File: src/rtl/dmem_arbiter.sv
`default_nettype none
// ============================================================================
// Module   : dmem_arbiter
// Purpose  : Shares a single-port data RAM between the pipeline MEM stage and
//            a debug/loader port, with starvation bound and halt handshake.
// Revision : 1.0 - initial release
// ============================================================================
module dmem_arbiter #(
    parameter int AW       = 8,
    parameter int DW       = 8,
    parameter int MAX_WAIT = 4
) (
    input  logic          clk,
    input  logic          rst,
    input  logic          p_req,
    input  logic          p_we,
    input  logic [AW-1:0] p_addr,
    input  logic [DW-1:0] p_wdata,
    output logic          p_gnt,
    output logic          p_rvalid,
    output logic [DW-1:0] p_rdata,
    input  logic          d_req,
    input  logic          d_we,
    input  logic [AW-1:0] d_addr,
    input  logic [DW-1:0] d_wdata,
    output logic          d_gnt,
    output logic          d_rvalid,
    output logic [DW-1:0] d_rdata,
    input  logic          halt_req,
    output logic          halt_ack,
    output logic          pipe_stall,
    output logic          m_en,
    output logic          m_we,
    output logic [AW-1:0] m_addr,
    output logic [DW-1:0] m_wdata,
    input  logic [DW-1:0] m_rdata
);

    localparam int WW = $clog2(MAX_WAIT + 1);
    localparam logic [WW-1:0] C_MAX_WAIT = WW'(MAX_WAIT);

    localparam logic [1:0] S_RUN   = 2'd0;
    localparam logic [1:0] S_DRAIN = 2'd1;
    localparam logic [1:0] S_HALT  = 2'd2;

    logic [1:0]    state_q, state_d;
    logic [WW-1:0] wait_q, wait_d;
    logic          rd_pend_q, rd_pend_d;
    logic          rd_owner_q, rd_owner_d;
    logic          w_p_gnt, w_d_gnt;

    // Grants are forced low while reset is held so the RAM sees no access.
    always_comb begin
        w_p_gnt = 1'b0;
        w_d_gnt = 1'b0;
        if (rst) begin
            if (state_q == S_RUN) begin
                w_p_gnt = p_req & ~(d_req & (wait_q == C_MAX_WAIT));
                w_d_gnt = d_req & ~w_p_gnt;
            end else begin
                w_d_gnt = d_req;
            end
        end
    end

    always_comb begin
        state_d = state_q;
        case (state_q)
            S_RUN:   if (halt_req) state_d = S_DRAIN;
            S_DRAIN: state_d = S_HALT;
            S_HALT:  if (!halt_req) state_d = S_RUN;
            default: state_d = S_RUN;
        endcase
    end

    always_comb begin
        wait_d = '0;
        if (d_req && !w_d_gnt)
            wait_d = (wait_q == C_MAX_WAIT) ? wait_q : wait_q + 1'b1;
    end

    always_comb begin
        m_en    = w_p_gnt | w_d_gnt;
        m_we    = 1'b0;
        m_addr  = '0;
        m_wdata = '0;
        if (w_p_gnt) begin
            m_we    = p_we;
            m_addr  = p_addr;
            m_wdata = p_wdata;
        end else if (w_d_gnt) begin
            m_we    = d_we;
            m_addr  = d_addr;
            m_wdata = d_wdata;
        end
    end

    // rd_owner_q: 1 = debug issued the read, 0 = pipeline.
    assign rd_pend_d  = m_en & ~m_we;
    assign rd_owner_d = w_d_gnt;

    always_ff @(posedge clk or negedge rst) begin
        if (!rst) begin
            state_q    <= S_RUN;
            wait_q     <= '0;
            rd_pend_q  <= 1'b0;
            rd_owner_q <= 1'b0;
        end else begin
            state_q    <= state_d;
            wait_q     <= wait_d;
            rd_pend_q  <= rd_pend_d;
            rd_owner_q <= rd_owner_d;
        end
    end

    assign p_gnt      = w_p_gnt;
    assign d_gnt      = w_d_gnt;
    assign pipe_stall = p_req & ~w_p_gnt & rst;
    assign halt_ack   = (state_q == S_HALT);
    assign p_rvalid   = rd_pend_q & ~rd_owner_q;
    assign d_rvalid   = rd_pend_q & rd_owner_q;
    assign p_rdata    = p_rvalid ? m_rdata : '0;
    assign d_rdata    = d_rvalid ? m_rdata : '0;

endmodule
`default_nettype wire

File: config.mk
export PLATFORM = sky130hd
export DESIGN_NAME = dmem_arbiter
export DESIGN_NICKNAME = d
export VERILOG_FILES = /design/src/rtl/dmem_arbiter.sv
export SDC_FILE = /design/constraint.sdc
export NUM_CORES = 1
export LEC_CHECK = 0
export CORE_MARGIN = 5
export CORE_UTILIZATION = 29
export DETAILED_ROUTE_END_ITERATION = 7
export GPL_ROUTABILITY_DRIVEN = 1
export HOLD_SLACK_MARGIN = 0.15
export PLACE_DENSITY = 0.86
export SYNTH_ARGS = -nofsm -noshare
export SYNTH_HDL_FRONTEND = slang
export SYNTH_SLANG_ARGS = --single-unit
File: constraint.sdc
create_clock -name clk -period 2.04 [get_ports clk]
set_input_delay 0.51 -clock clk [delete_from_list [all_inputs] [get_ports clk]]
set_output_delay 0.51 -clock clk [all_outputs]
set_load 0.01 [all_outputs]
==> metrics.md <==
| Metric | Value |
|---|---|
| Status | `finished, violations left` |
| Failing checks | `negative setup slack` |
| Top-count cell post-synth | `nand2_1` |
| Cell row count | `19` |
| Post-synthesis sequential area ratio | `0.203` |
| Pwr Density | `575 nW/µm²` |
| Syn_nets | `165` |
| Die height | `64.5 µm` |
| Worst vdd ir | `0.000324 V` |
| Post-synth EDFFs | `0` |
| Post-route clock period utilization | `1.18` |
| WL/cell | `14.5 µm` |
| Worst Path Arrival | `1890 ps` |
| Seq cells post-synth | `7` |
| DR vias/cell | `4.86` |
| All-Layer GR Usage | `0.175` |
| Commonest register cell after synthesis | `dfrtp_1` |
| CP endpoint kind | `primary output` |
| Largest net degree at the start of global routing | `19` |
| Final Slew Violations | `0` |
| Setup Viol. Count Final | `21` |
| DRT antenna net count | `0` |
| Clock transition at the registers of the reported paths | `50 ps` |
| CTS root buffer | `clkbuf_4` |
| Grt ovf | `0` |
| Hold Crit Class | `reg2reg` |
| Synthesis Warnings | `0` |
| Filler Cell Count | `257` |
| Synth async-reset ratio | `1.00` |
| Initial antenna violation count | `0` |
| Worst slew margin | `0.777` |
| DR iter-0 viols | `48` |
| Max Fclk | `416 MHz` |
| RD Place Congestion | `0.759` |
| Synth area leaders | `mux2i_1 (21%), dfrtp_1 (20%), nand2_1 (17%)` |
| Post-route setup slack | `-363 ps` |
| Initial cell density of the core | `0.307` |
| Crit path time final | `2400 ps` |
| TritonCTS Buffers | `3` |
| P_leak | `1.00 nW` |
| I/O Buffers | `86` |
| Setup crit start kind | `flop` |
| Clock latency on the worst-skew pair | `260 ps` |
| Share of the synthesized area in the top cell type | `0.209` |
| Avg Cell Area, Syn | `7.42 µm²` |
| 1st-pass router iterations | `4` |
| Clk sinks | `7` |
| Critical path class | `reg2out` |
| Final hold viol count | `0` |
| Layout cell share with drive strength beyond 1 | `0.235` |
| Total number of vias | `1224` |
| Die footprint | `4160 µm²` |
| Gate Count Post-Synth | `116` |
| Area of the multi-input gates | `641 µm²` |
| Ports | `87` |
| Placed cell count | `239` |
| Register area | `175 µm²` |
| Cell variety after synth | `22` |
| Routed WL | `3.65 mm` |
| Top cells by count, synth | `nand2_1 (38), mux2i_1 (18), and2_1 (11)` |
| Total Nets Final | `271` |
| Width of the die | `64.5 µm` |
| Vias in the first global route | `1279` |
| Final Instance Area | `1880 µm²` |
| Hold buffer count at CTS | `0` |
| Clk buf depth | `2` |
| Post-Place Cell Area | `1840 µm²` |
| Worst EP required | `1530 ps` |
| Total number of H-tree levels | `1` |
| Syn-to-layout area delta | `118%` |
| Wire length of the first global-routing pass | `5.80 mm` |
| Worst-path fanout max | `5` |
| Mapped Area | `861 µm²` |
| CTS tree | `done` |
| Unrepaired setup endpoints after global routing | `true` |
| DPL Wire Length | `2.93 mm` |
| Fin Clk Skew | `6.07 ps` |
| DRC violation count after routing | `0` |
| Core Region | `2810 µm²` |
| Antenna Cells | `0` |
| Non-Filler Instances | `252` |
| Largest area contributor in the netlist | `mux2i_1` |
| # Max-Cap Violations | `0` |
| Hold slack | `586 ps` |
| Worst-Margin Slew | `334 ps` |
repair_timing:
item                       in CTS  in global routing
pin swaps                       2                  1
resized for setup             113                  3
cloned                          2                  0
setup buffers                   7                  2
setup endpoints to repair      38                 22
logic make-up after synthesis:
family                     after synthesis  synth area share
AOI/OAI and AO/OA                        7            0.0770
adders and majority gates                2            0.0291
buffers and inverters                   11            0.0683
DFF                                      7             0.203
muxes                                   18             0.209
and+or+nand+nor                         71             0.413
power breakdown:
part           total (W)  switching (W)  internal (W)
clock           0.000129      0.0000542     0.0000748
sequential      0.000185      0.0000177      0.000167
combinational   0.000765       0.000311      0.000454
area by class of cell:
class	count	area share
Timing Repair Buffer	109	0.525
Multi-Input combinational cell	98	0.341
Sequential cell	7	0.0933
Tap cell	31	0.0207
Clock buffer	4	0.0140
Inverter	3	0.00600
worst paths after layout:
| path | from | endpoint | slack [ps] | depth (start not counted) |
|---|---|---|---|---|
| max | state_q[1]$_DFFE_PN0P_ | m_addr[4] | -360 | 7 |
| max in group asynchronous | rst | state_q[0]$_DFFE_PN0P_ | 1280 | 3 |
| min in group asynchronous | rst | wait_q[2]$_DFFE_PN0P_ | 650 | 3 |
| max reg2reg | state_q[1]$_DFFE_PN0P_ | rd_owner_q$_DFF_PN0_ | 340 | 7 |
| min reg2reg | state_q[0]$_DFFE_PN0P_ | state_q[0]$_DFFE_PN0P_ | 590 | 2 |
| min | state_q[0]$_DFFE_PN0P_ | state_q[0]$_DFFE_PN0P_ | 590 | 2 |
state kept, by name, summed over array words and instances (netlist names):
register    cells
wait_q          3
state_q         2
rd_owner_q      1
rd_pend_q       1
stage by stage:
| stage | worst slack (ps) | util | power [W] | TNS (ps) |
|---|---|---|---|---|
| after floorplan | 6.55 | - | 0.000520 | 0 |
| after global placement | -1010 | 0.657 | 0.000882 | -21990 |
| after detailed placement | -1020 | 0.657 | 0.000903 | -22370 |
| after CTS | -387 | 0.673 | 0.00111 | -6340 |
| after global routing | -500 | 0.669 | 0.00116 | -7790 |
| final | -363 | 0.669 | 0.00108 | -5640 |
layer usage:
layer,vias up,part of all wire,routed length [µm],GRT usage
met5,-,0,0,0
met4,0,0.029,104,0.0660
met3,11,0.12,453,0.0674
met2,73,0.52,1880,0.334
met1,542,0.33,1210,0.168
li1,598,-,-,-
worst max-delay path: stages (launching register included):
cell	delay, ps
dfrtp_1	380
or3b_4	410
a31oi_4	180
buf_6	130
buf_6	90
buf_6	120
mux2i_1	170
buf_2	150
cell usage in the layout (no fill, tap or decap), types with 2 or more instances in the layout:
cell type,instances
clkdlybuf4s50_1,45
nand2_1,38
buf_2,20
dlygate4sd2_1,19
mux2i_1,17
buf_4,15
and2_1,10
and3_1,10
dfrtp_1,7
buf_6,5
inv_1,3
clkbuf_4,3
and3b_1,2
nor3b_1,2
nand2b_1,2
nor2_1,2
a32o_1,2
o21ai_0,2
ha_1,2
buf_12,2
No activity file was read; power rests on OpenSTA's default activity.
